$ cat src/rtl/i2s_pkg.sv
`default_nettype none
// i2s_pkg -- shared I2S widths, WS window constants and frame layout helper.  rev 1.0
package i2s_pkg;

  localparam int unsigned I2S_DATA_W   = 24;
  localparam int unsigned I2S_SLOT_W   = 32;
  localparam int unsigned SAMPLE_MAX_W = 32;
  // WS changes this many bit times ahead of the first bit of its slot.
  localparam int unsigned WS_LEAD      = 1;

  // Frame position 0 is the first bit on the wire (left MSB); each sample is
  // MSB-justified in its slot and zero padded.
  function automatic logic frame_bit(
    input logic [SAMPLE_MAX_W-1:0] left,
    input logic [SAMPLE_MAX_W-1:0] right,
    input int unsigned             data_w,
    input int unsigned             slot_w,
    input int unsigned             pos
  );
    logic bit_v;
    bit_v = 1'b0;
    if (pos < data_w) begin
      bit_v = |(left & (SAMPLE_MAX_W'(1) << (data_w - 1 - pos)));
    end else if ((pos >= slot_w) && (pos < slot_w + data_w)) begin
      bit_v = |(right & (SAMPLE_MAX_W'(1) << (slot_w + data_w - 1 - pos)));
    end
    return bit_v;
  endfunction

endpackage
`default_nettype wire

$ cat src/rtl/i2s_sck_gen.sv
`default_nettype none
// i2s_sck_gen -- programmable SCK divider with rise/fall event strobes.  rev 1.0
module i2s_sck_gen #(
  parameter int unsigned DIV_W = 8
) (
  input  logic             clk,
  input  logic             reset_n,
  input  logic             enable,
  input  logic [DIV_W-1:0] clk_div,
  output logic             sck,
  output logic             rise_en,
  output logic             fall_en
);

  logic [DIV_W-1:0] cnt_q, cnt_d;
  logic             sck_q, sck_d;
  logic             terminal;

  // Greater-or-equal so a divider lowered below the running count wraps at once.
  assign terminal = (cnt_q >= clk_div);

  always_comb begin
    cnt_d = cnt_q + 1'b1;
    sck_d = sck_q;
    if (!enable) begin
      cnt_d = '0;
      sck_d = 1'b0;
    end else if (terminal) begin
      cnt_d = '0;
      sck_d = ~sck_q;
    end
  end

  always_ff @(posedge clk) begin
    if (!reset_n) begin
      cnt_q <= '0;
      sck_q <= 1'b0;
    end else begin
      cnt_q <= cnt_d;
      sck_q <= sck_d;
    end
  end

  assign sck     = sck_q;
  assign rise_en = enable && terminal && !sck_q;
  assign fall_en = enable && terminal && sck_q;

endmodule
`default_nettype wire

$ cat src/rtl/i2s_tx.sv
`default_nettype none
// i2s_tx -- stereo Philips I2S master transmitter with a one-entry sample buffer.  rev 1.0
module i2s_tx
  import i2s_pkg::*;
#(
  parameter int unsigned DATA_W = I2S_DATA_W,
  parameter int unsigned SLOT_W = I2S_SLOT_W,
  parameter int unsigned DIV_W  = 8
) (
  input  logic              clk,
  input  logic              reset_n,
  input  logic              enable,
  input  logic [DIV_W-1:0]  clk_div,
  input  logic              s_valid,
  output logic              s_ready,
  input  logic [DATA_W-1:0] s_left,
  input  logic [DATA_W-1:0] s_right,
  output logic              sck,
  output logic              ws,
  output logic              sd,
  output logic              frame_start,
  output logic              underrun
);

  localparam int unsigned     FRAME_W  = 2 * SLOT_W;
  localparam int unsigned     BC_W     = $clog2(FRAME_W);
  localparam logic [BC_W-1:0] BC_LAST  = BC_W'(FRAME_W - 1);
  localparam logic [BC_W-1:0] WS_FIRST = BC_W'(SLOT_W - WS_LEAD);
  localparam logic [BC_W-1:0] WS_LAST  = BC_W'(FRAME_W - 1 - WS_LEAD);

  logic                    rise_en, fall_en;
  logic                    buf_full_q, buf_full_d;
  logic [DATA_W-1:0]       left_q, left_d;
  logic [DATA_W-1:0]       right_q, right_d;
  logic [BC_W-1:0]         bc_q, bc_d;
  logic [FRAME_W-1:0]      shift_q, shift_d;
  logic                    sd_q, sd_d;
  logic                    ws_q, ws_d;
  logic                    frame_start_q, frame_start_d;
  logic                    underrun_q, underrun_d;
  logic [SAMPLE_MAX_W-1:0] left_ext, right_ext;
  logic [FRAME_W-1:0]      buf_frame;

  i2s_sck_gen #(
    .DIV_W (DIV_W)
  ) u_sck_gen (
    .clk     (clk),
    .reset_n (reset_n),
    .enable  (enable),
    .clk_div (clk_div),
    .sck     (sck),
    .rise_en (rise_en),
    .fall_en (fall_en)
  );

  assign left_ext  = SAMPLE_MAX_W'(left_q);
  assign right_ext = SAMPLE_MAX_W'(right_q);

  generate
    for (genvar i = 0; i < FRAME_W; i++) begin : g_frame
      assign buf_frame[i] = frame_bit(left_ext, right_ext, DATA_W, SLOT_W, i);
    end
  endgenerate

  // The shift register advances on SCK rise so its bit 0 is already the
  // next bit when the following fall drives sd.
  always_comb begin
    buf_full_d    = buf_full_q;
    left_d        = left_q;
    right_d       = right_q;
    bc_d          = bc_q;
    shift_d       = shift_q;
    sd_d          = sd_q;
    ws_d          = ws_q;
    frame_start_d = 1'b0;
    underrun_d    = 1'b0;

    if (s_valid && !buf_full_q) begin
      buf_full_d = 1'b1;
      left_d     = s_left;
      right_d    = s_right;
    end

    if (!enable) begin
      bc_d    = BC_LAST;
      shift_d = '0;
      sd_d    = 1'b0;
      ws_d    = 1'b0;
    end else if (rise_en) begin
      shift_d = shift_q >> 1;
    end else if (fall_en) begin
      if (bc_q == BC_LAST) begin
        bc_d          = '0;
        frame_start_d = 1'b1;
        if (buf_full_q) begin
          shift_d    = buf_frame;
          buf_full_d = 1'b0;
        end else begin
          shift_d    = '0;
          underrun_d = 1'b1;
        end
        sd_d = buf_full_q & buf_frame[0];
      end else begin
        bc_d = bc_q + 1'b1;
        sd_d = shift_q[0];
      end
      ws_d = (bc_d >= WS_FIRST) && (bc_d <= WS_LAST);
    end
  end

  always_ff @(posedge clk) begin
    if (!reset_n) begin
      buf_full_q    <= 1'b0;
      left_q        <= '0;
      right_q       <= '0;
      bc_q          <= BC_LAST;
      shift_q       <= '0;
      sd_q          <= 1'b0;
      ws_q          <= 1'b0;
      frame_start_q <= 1'b0;
      underrun_q    <= 1'b0;
    end else begin
      buf_full_q    <= buf_full_d;
      left_q        <= left_d;
      right_q       <= right_d;
      bc_q          <= bc_d;
      shift_q       <= shift_d;
      sd_q          <= sd_d;
      ws_q          <= ws_d;
      frame_start_q <= frame_start_d;
      underrun_q    <= underrun_d;
    end
  end

  assign s_ready     = ~buf_full_q;
  assign sd          = sd_q;
  assign ws          = ws_q;
  assign frame_start = frame_start_q;
  assign underrun    = underrun_q;

endmodule
`default_nettype wire

$ cat config.mk
export PLATFORM = sky130hd
export DESIGN_NAME = i2s_tx
export DESIGN_NICKNAME = d
export VERILOG_FILES = /design/src/rtl/i2s_pkg.sv /design/src/rtl/i2s_sck_gen.sv /design/src/rtl/i2s_tx.sv
export SDC_FILE = /design/constraint.sdc
export NUM_CORES = 1
export LEC_CHECK = 0
export CORE_UTILIZATION = 25
export CTS_BUF_LIST = sky130_fd_sc_hd__clkbuf_8
export DETAILED_ROUTE_END_ITERATION = 12
export SYNTH_ARGS = -nofsm -noshare
export SYNTH_HDL_FRONTEND = slang
export SYNTH_HIERARCHICAL = 1
export SYNTH_SLANG_ARGS = --single-unit
$ cat constraint.sdc
create_clock -name clk -period 4.2 [get_ports clk]
set_input_delay 0.63 -clock clk [delete_from_list [all_inputs] [get_ports clk]]
set_output_delay 0.63 -clock clk [all_outputs]
set_load 0.02 [all_outputs]
==> results of run 1 <==
final cells by class:
cell class                      instances  share of cell area
Multi-Input combinational cell        392               0.387
Sequential cell                       124               0.384
Timing Repair Buffer                   72               0.111
Tap cell                              270              0.0523
Clock buffer                           21              0.0447
Clock inverter                         11              0.0118
Inverter                               16             0.00930
cells in the final DEF, fill, tap and decap left out, types with 2 or more instances in the layout:
| master | n |
|---|---|
| dfxtp_1 | 124 |
| nand2_1 | 121 |
| clkdlybuf4s50_1 | 65 |
| a21boi_0 | 49 |
| a22oi_1 | 38 |
| o2bb2ai_1 | 38 |
| nand3_1 | 29 |
| clkbuf_8 | 21 |
| inv_1 | 19 |
| o21ai_0 | 15 |
| ha_1 | 12 |
| a21oi_1 | 10 |
| nor3_1 | 10 |
| a31oi_1 | 9 |
| clkinv_2 | 7 |
| buf_4 | 6 |
| and3_1 | 5 |
| nor2_1 | 5 |
| or3_1 | 5 |
| xor2_1 | 5 |
| o211ai_1 | 3 |
| and2_1 | 2 |
| a211oi_1 | 2 |
| a311oi_1 | 2 |
| a211o_1 | 2 |
| nor4_1 | 2 |
| xnor2_1 | 2 |
per-layer routing:
layer  GRT usage  vias up  wire length, µm
met5           0        -                0
met4      0.0484        0              168
met3      0.0319       16              395
met2       0.188       58             5530
met1       0.144     1956             5630
li1            -     2166                -
stage by stage:
| step | cell area (µm²) | power (mW) |
|---|---|---|
| detailed placement | 6090 | 1.41 |
| global route | 6460 | 2.45 |
| CTS | 6460 | 2.37 |
| floorplan | 5210 | 1.32 |
| global placement | 6090 | 1.41 |
| finish | 6460 | 2.35 |
worst min-delay path: stages, from the launching register on:
cell     delay [ns]
dfxtp_1        0.31
nand2_1        0.05
a21oi_1        0.05
kinds of logic (layout without fill, tap and decap cells):
kind of cell,count (synthesis),count (layout)
AND/OR/NAND/NOR,195,195
AO/OA/AOI/OAI,178,178
flip-flops,124,124
buffers and inverters,59,120
adder cells (fa/ha/maj),12,12
XOR/XNOR,7,7
registers in the layout, indices dropped and copies added, names as in the netlist:
signal / flops
right_q: 24
shift_q: 56
frame_start: 1
buf_full_q: 1
ws: 1
bc_q: 6
sd: 1
u_sck_gen/sck: 1
u_sck_gen/cnt_q: 8
underrun: 1
left_q: 24
worst paths after layout:
| kind | endpoint | slack [ns] | depth (start not counted) |
|---|---|---|---|
| worst min-delay path | shift_q[24] | 0.45 | 2 |
| worst max register to register | bc_q[3] | 1.11 | 9 |
| worst min register to register | shift_q[24] | 0.45 | 2 |
| worst max-delay path | shift_q[44] | 0.96 | 9 |
power breakdown:
group	internal [mW]	switching [mW]
Sequential	1.20	0.0189
Clock	0.516	0.449
Combinational	0.0826	0.0753
Total	1.80	0.543
==> flow_metrics.tcl, run 1 <==
set metrics [dict create \
    crit_path_frequent_cell "inv_1" \
    wl_per_cell_um 12.9 \
    slew_viol_final 0 \
    synth_edf_count 0 \
    row_count 52 \
    path_class "in -> reg" \
    routed_via_density 4.63 \
    path_delay_family "buffers and inverters" \
    cts_resized 0 \
    pin_count 66 \
    drt_pre_antenna_iters 4 \
    syn_area_um2 5210 \
    synth-simple-area-share 0.172 \
    drt_iter0_markers 300 \
    die_h_um 146 \
    startpoint_type "primary input" \
    yosysTopAreaCell "dfxtp_1" \
    cts_tree "done" \
    rsz0062_at_grt "false" \
    ctsLongestPathBuffers 2 \
    antenna_found_initial 0 \
    detailedPlace.worstSlack_ns 0.512 \
    final_layout_size_suffix_gt1_frac 0.0755 \
    fin_skew_ns 0.00705 \
    synthTopCellsByArea "dfxtp_1 48%, nand2_1 8.8%, a21boi_0 7.1%, o2bb2ai_1 6.4%, a22oi_1 5.5%" \
    htree_levels 4 \
    postRouteWirelength_mm 11.7 \
    synth_top_family_by_area "compound AO/OA/AOI/OAI gates" \
    max_slew.worst_pin.slew_ns 1.13 \
    die_area_um2 21400 \
    antenna_cells 0 \
    synth_top_area_share 0.476 \
    drc 0 \
    cts_buffers 17 \
    seqCellArea_um2 2480 \
    powerDensity_nw_per_um2 363 \
    nNetsFinal 695 \
    cp_max_fo 26 \
    synthMuxAreaShare 0 \
    max_stage_delay_ns 0.59 \
    synth_seq_cells 124 \
    cts_hold_buf 0 \
    start_util 0.256 \
    cp.required_ns 4.49 \
    syn-mean-instance-area_um2 9.07 \
    drv_cap 0 \
    slowest_stage "and3b_2" \
    hold_viol 0 \
    postCtsSetupBuffers 0 \
    r2r-start "u_sck_gen/cnt_q[0]" \
    fin_cells 906 \
    worst_slack_ns 0.955 \
    endpoint_kind "flip-flop" \
    synth-adder-area-share 0.0288 \
    grt_max_degree 53 \
    setup_viol 0 \
    grt_usage 0.116 \
    gp_congestion 0.777 \
    syn_inst 575 \
    utilization 0.317 \
    slew_headroom 0.242 \
    yosysUniqueCellTypes 50 \
    synthArstFlopShare 0 \
    hp-class "reg -> reg" \
    synth_ff_type "dfxtp_1" \
    cts_sinks 124 \
    crit_start "clk_div[5]" \
    port_buffers 65 \
    post-route-period-util 0.773 \
    synth_compound_area_frac 0.262 \
    peakVddDrop_mv 0.207 \
    yosysMostFrequentCell "dfxtp_1" \
    area_delta_synth_final_pct 23.9 \
    synth.net_count 647 \
    root_buffer "clkbuf_8" \
    layout_min_cycle_time_ns 3.24 \
    grt_pass1_wl_mm 19.9 \
    fin_tns_setup_ns 0 \
    crit_chain "clkdlybuf4s50_1, inv_1, ha_1, nand4_1, o311ai_4, and3b_2, inv_1, o21ai_0, a31oi_1" \
    fmax_mhz 308 \
    yosys_warnings 6 \
    dp_cells 874 \
    path_clk_slew_ns 0.07 \
    arrival_ns 3.53 \
    ant_nets 0 \
    hold_start "shift_q[25]" \
    synth_xor_area_frac 0.0118 \
    overflow 0 \
    status "finished, final reports clean" \
    p_leak_nw 2.22 \
    grt_pass1_vias 4030 \
    core_area_um2 20400 \
    clk_latency_ns 0.44 \
    finalHoldWorstSlack_ns 0.452 \
    vias 4196 \
    synth_common_cells "124 x dfxtp_1, 122 x nand2_1, 49 x a21boi_0" \
    multiInputGateArea_um2 2500 \
    die_w_um 146 \
    n_fill_cell 2131 \
    timing.critical_path.buf_inv 3 \
    hpwlAfterDp_mm 7.50 \
    ys_seq_area_frac 0.476 \
]
(Power assumes the default switching activity.)
==> run 2, diff against run 1 <==
==> constraint.sdc (replaced) <==
create_clock -name clk -period 2.9 [get_ports clk]
set_input_delay 0.435 -clock clk [delete_from_list [all_inputs] [get_ports clk]]
set_output_delay 0.435 -clock clk [all_outputs]
set_load 0.02 [all_outputs]
==> run 2 against run 1 <==
- register-to-register slack worse by 0.75 ns
- die area stayed put
- critical path depth is 3 higher
- first-iteration DRC count is 20% lower
- clock skew is 0.00081 ns higher
- worst hold slack better by 0.0048 ns
- critical endpoint is now shift_q[36]
- via count is 0.76% higher
- wire length is 0.10% lower
- combinational power is 53% higher
==> flow_metrics.tcl, run 2 (synthesis results as in run 1) <==
set metrics [dict create \
    fmax_mhz 385 \
    endpoint_kind "flip-flop" \
    htree_levels 4 \
    antenna_cells 0 \
    die_area_um2 21400 \
    startpoint_type "primary input" \
    ant_nets 0 \
    design_area_um2 6720 \
    die_h_um 146 \
    power_frac_seq 0.485 \
    drc 0 \
    fin_skew_ns 0.00786 \
    ff2ff_path_depth 10 \
    p_clk_frac 0.448 \
    area_delta_synth_final_pct 28.9 \
    pin_count 66 \
    slew_headroom 0.661 \
    detailedPlace.worstSlack_ns -0.124 \
    port_buffers 65 \
    layout_min_cycle_time_ns 2.60 \
    gp_congestion 0.772 \
    final_layout_size_suffix_gt1_frac 0.0997 \
    worst_slack_ns 0.303 \
    hp-class "reg -> reg" \
    die_w_um 146 \
    core_area_um2 20400 \
    wl_per_cell_um 12.7 \
    grt_max_degree 50 \
    powerDensity_nw_per_um2 542 \
    rr_endpoint "shift_q[36]" \
    root_buffer "clkbuf_8" \
    drt_iter0_markers 240 \
    path_class "in -> reg" \
    global_route.usage.met3 0.0297 \
    r2r_slack_ns 0.36 \
    rsz0062_at_grt "false" \
    gr-usage-met2 0.182 \
    nNetsFinal 712 \
    vias 4228 \
    grtUsageMet1 0.147 \
    slew_viol_final 0 \
    antenna_found_initial 0 \
    row_count 52 \
    p_leak_nw 2.34 \
    setup_viol 0 \
    postCtsSetupBuffers 0 \
    largest_register_ffs 56 \
    power_frac_comb 0.066 \
    cp.required_ns 3.25 \
    utilization 0.330 \
    top_usage_layer "met2" \
    drv_cap 0 \
    reg_top3 "shift_q x56, left_q x24, right_q x24" \
    peakVddDrop_mv 0.299 \
    hold_start "shift_q[26]" \
    start_util 0.256 \
    routed_via_density 4.59 \
    post-route-period-util 0.896 \
    final_cell_mix "124 x dfxtp_1, 121 x nand2_1, 65 x clkdlybuf4s50_1, 49 x a21boi_0" \
    hold_viol 0 \
    switching_share 0.219 \
    cts_hold_buf 0 \
    grt_pass1_wl_mm 19.8 \
    grt_pass1_vias 4036 \
    cts_buffers 17 \
    regMostFlops "shift_q" \
    p_switching_uw 798 \
    cts_tree "done" \
    cts_resized 0 \
    r2r-start "u_sck_gen/cnt_q[0]" \
    min_path_cells 2 \
    drt_pre_antenna_iters 5 \
    overflow 0 \
    cp_max_fo 38 \
    placed_cell_area_um2 6280 \
    final_common_cell "dfxtp_1" \
    hpwlAfterDp_mm 7.95 \
    internal-power_mw 2.84 \
    path_clk_slew_ns 0.07 \
    clk_latency_ns 0.43 \
    status "finished, final reports clean" \
    postRouteWirelength_mm 11.7 \
    hold_end "shift_q[25]" \
    ctsLongestPathBuffers 2 \
    arrival_ns 2.95 \
    grt_usage 0.115 \
    max_slew.worst_pin.slew_ns 0.508 \
    cts_sinks 124 \
]
## run 2: per-stage QoR
step           instances  hold slack [ns]  power (mW)  TNS [ns]
5_1_grt              922            0.479        3.80         0
6_report             922            0.456        3.64         0
4_1_cts              922            0.459        3.71         0
3_3_place_gp         891            0.441        2.05     -4.34
2_1_floorplan        575            0.432        1.92         0
3_5_place_dp         891            0.446        2.05     -4.67
## run 2: how the worst max path moves through the flow
stage,startpoint,to,slack [ns],cells past startpoint
6_report,clk_div[7],shift_q[36],0.30,12
5_1_grt,clk_div[5],underrun,0.18,10
4_1_cts,clk_div[7],shift_q[36],0.34,12
3_5_place_dp,clk_div[7],shift_q[36],-0.12,12
3_3_place_gp,clk_div[0],underrun,-0.20,9
2_1_floorplan,clk_div[0],bc_q[5],0.1,10
## run 2: per-layer routing
metal / share of wire / up-vias
li1: - / 2199
met1: 0.49 / 1942
met5: 0 / -
met3: 0.031 / 18
met2: 0.46 / 69
met4: 0.020 / 0
## run 2: cell type report
type | instances | area (µm²)
fill | 2118 | 13600
multi-input combinational | 392 | 2500
sequential | 124 | 2480
timing repair buffer | 89 | 906
tap | 270 | 338
clock buffer | 19 | 262
clock inverter | 12 | 173
inverter | 16 | 60.1
## run 2: power groups by stage
stage	logic [mW]	clock network [mW]	registers (mW)
2_1_floorplan	0.119	0	1.80
3_3_place_gp	0.246	0	1.81
3_5_place_dp	0.247	0	1.81
4_1_cts	0.248	1.69	1.77
5_1_grt	0.272	1.76	1.77
6_report	0.241	1.63	1.77
## run 2: worst max-delay path, cell delays in order
cell and delay (ns):
clkdlybuf4s50_1 0.45, inv_1 0.04, ha_1 0.28, o21ai_0 0.11, or2_2 0.33, o311ai_4 0.10, and3_2 0.26, buf_12 0.11
nand3_2 0.12, nor4_4 0.30, buf_12 0.24, o2bb2ai_1 0.14
==> run 3, diff against run 2 <==
--- a/config.mk
+++ b/config.mk
@@ -7,6 +7,7 @@
 export LEC_CHECK = 0
 export CORE_UTILIZATION = 25
 export CTS_BUF_LIST = sky130_fd_sc_hd__clkbuf_8
+export CTS_CLUSTER_DIAMETER = 150
 export DETAILED_ROUTE_END_ITERATION = 12
 export SYNTH_ARGS = -nofsm -noshare
 export SYNTH_HDL_FRONTEND = slang
==> constraint.sdc (replaced) <==
create_clock -name clk -period 2.82 [get_ports clk]
set_input_delay 0.423 -clock clk [delete_from_list [all_inputs] [get_ports clk]]
set_output_delay 0.423 -clock clk [all_outputs]
set_load 0.02 [all_outputs]
==> run 3 against run 2 <==
- die area unchanged
- power up 3.5%
- register-to-register slack worse by 0.11 ns
- clock skew about the same
- design area unchanged
- highest routed layer unchanged
- worst hold slack worse by 0.00051 ns
==> flow_metrics.tcl, run 3 (synthesis results as in run 1) <==
set metrics [dict create \
    slowest_stage "a2111oi_4" \
    crit_path_frequent_cell "buf_4" \
    placed_cell_area_um2 6280 \
    switching_share 0.224 \
    max_stage_delay_ns 0.43 \
    regMostFlops "shift_q" \
    start_util 0.256 \
    clk_latency_ns 0.44 \
    powerDensity_nw_per_um2 561 \
    final_layout_size_suffix_gt1_frac 0.0997 \
    drt_iter0_markers 260 \
    status "finished, final reports clean" \
    power_frac_comb 0.066 \
    antenna_cells 0 \
    die_area_um2 21400 \
    fmax_mhz 385 \
    port_buffers 65 \
    largest_register_ffs 56 \
    drt_pre_antenna_iters 4 \
    hp-class "reg -> reg" \
    final_cell_mix "124 x dfxtp_1, 121 x nand2_1, 65 x clkdlybuf4s50_1, 49 x a21boi_0" \
    post-route-period-util 0.920 \
    slew_viol_final 0 \
    htree_levels 4 \
    hold_viol 0 \
    reg_top3 "shift_q x56, left_q x24, right_q x24" \
    grt_usage 0.117 \
    antenna_found_initial 0 \
    die_h_um 146 \
    utilization 0.330 \
    rsz0062_at_grt "false" \
    path_clk_slew_ns 0.07 \
    drc 0 \
    core_area_um2 20400 \
    design_area_um2 6720 \
    grt_pass1_wl_mm 20.3 \
    die_w_um 146 \
    arrival_ns 2.92 \
    finalHoldWorstSlack_ns 0.456 \
    peakVddDrop_mv 0.309 \
    internal-power_mw 2.92 \
    area_delta_synth_final_pct 28.9 \
    startpoint_type "primary input" \
    slew_headroom 0.625 \
    postCtsSetupBuffers 0 \
    root_buffer "clkbuf_8" \
    cts_sinks 124 \
    nNetsFinal 712 \
    layout_min_cycle_time_ns 2.59 \
    p_switching_uw 845 \
    vias 4222 \
    crit_chain "clkdlybuf4s50_1, ha_1, nand2b_4, a2111oi_4, o311ai_4, and3b_2, buf_4, buf_4, nor4_1" \
    gp_congestion 0.776 \
    cts_resized 0 \
    setup_viol 0 \
    cts_buffers 17 \
    cts_hold_buf 0 \
    fin_skew_ns 0.00767 \
    ctsLongestPathBuffers 2 \
    postRouteWirelength_mm 11.8 \
    cp_max_fo 49 \
    overflow 0 \
    max_slew.worst_pin.slew_ns 0.562 \
    timing.critical_path.buf_inv 3 \
    path_delay_family "buffers and inverters" \
    wl_per_cell_um 12.8 \
    routed_via_density 4.58 \
    p_clk_frac 0.451 \
    hpwlAfterDp_mm 7.97 \
    final_common_cell "dfxtp_1" \
    grt_pass1_vias 4110 \
    drv_cap 0 \
    cp.required_ns 3.15 \
    p_leak_nw 2.34 \
    pin_count 66 \
    fin_tns_setup_ns 0 \
    ant_nets 0 \
    path_class "in -> reg" \
    endpoint_kind "flip-flop" \
    grt_max_degree 50 \
    row_count 52 \
    cts_tree "done" \
    power_frac_seq 0.482 \
]
==> run 3: final timing paths <==
path	endpoint	slack [ns]	depth (start not counted)	from
min reg2reg	shift_q[24]	0.46	2	shift_q[25]
max	underrun	0.23	9	clk_div[0]
max reg2reg	underrun	0.25	9	u_sck_gen/cnt_q[0]
min	shift_q[24]	0.46	2	shift_q[25]
==> run 3: final cells by class <==
| type | instances | area (µm²) |
|---|---|---|
| well taps | 270 | 338 |
| clock inverters | 12 | 173 |
| clock buffers | 19 | 262 |
| multi-input cells | 392 | 2500 |
| flip-flops and latches | 124 | 2480 |
| inverters | 16 | 60.1 |
| fillers | 2122 | 13600 |
| repair buffers | 89 | 906 |
==> run 3: stage by stage <==
step | cells | setup WS (ns) | power (mW)
2_1_floorplan | 575 | 0.0305 | 1.97
3_3_place_gp | 891 | -0.275 | 2.11
3_5_place_dp | 891 | -0.209 | 2.11
4_1_cts | 922 | 0.234 | 3.82
5_1_grt | 922 | 0.107 | 3.94
6_report | 922 | 0.226 | 3.77
==> run 3: per-layer routing <==
layer	GRT usage	up-vias	share of wire
met2	0.184	49	0.47
met4	0.0469	0	0.013
met5	0	-	0
li1	-	2196	-
met1	0.153	1966	0.50
met3	0.0303	11	0.024
==> run 3: power groups by stage <==
stage | combinational (mW) | clock [mW] | sequential, mW
floorplan | 0.123 | 0 | 1.85
global route | 0.280 | 1.83 | 1.82
global placement | 0.252 | 0 | 1.86
CTS | 0.255 | 1.75 | 1.82
finish | 0.249 | 1.70 | 1.82
detailed placement | 0.254 | 0 | 1.86
==> run 3: worst min-delay path, stage by stage, from the launching register on <==
cell and delay, ns:
dfxtp_1 0.31, nand2_1 0.05, a21oi_1 0.05
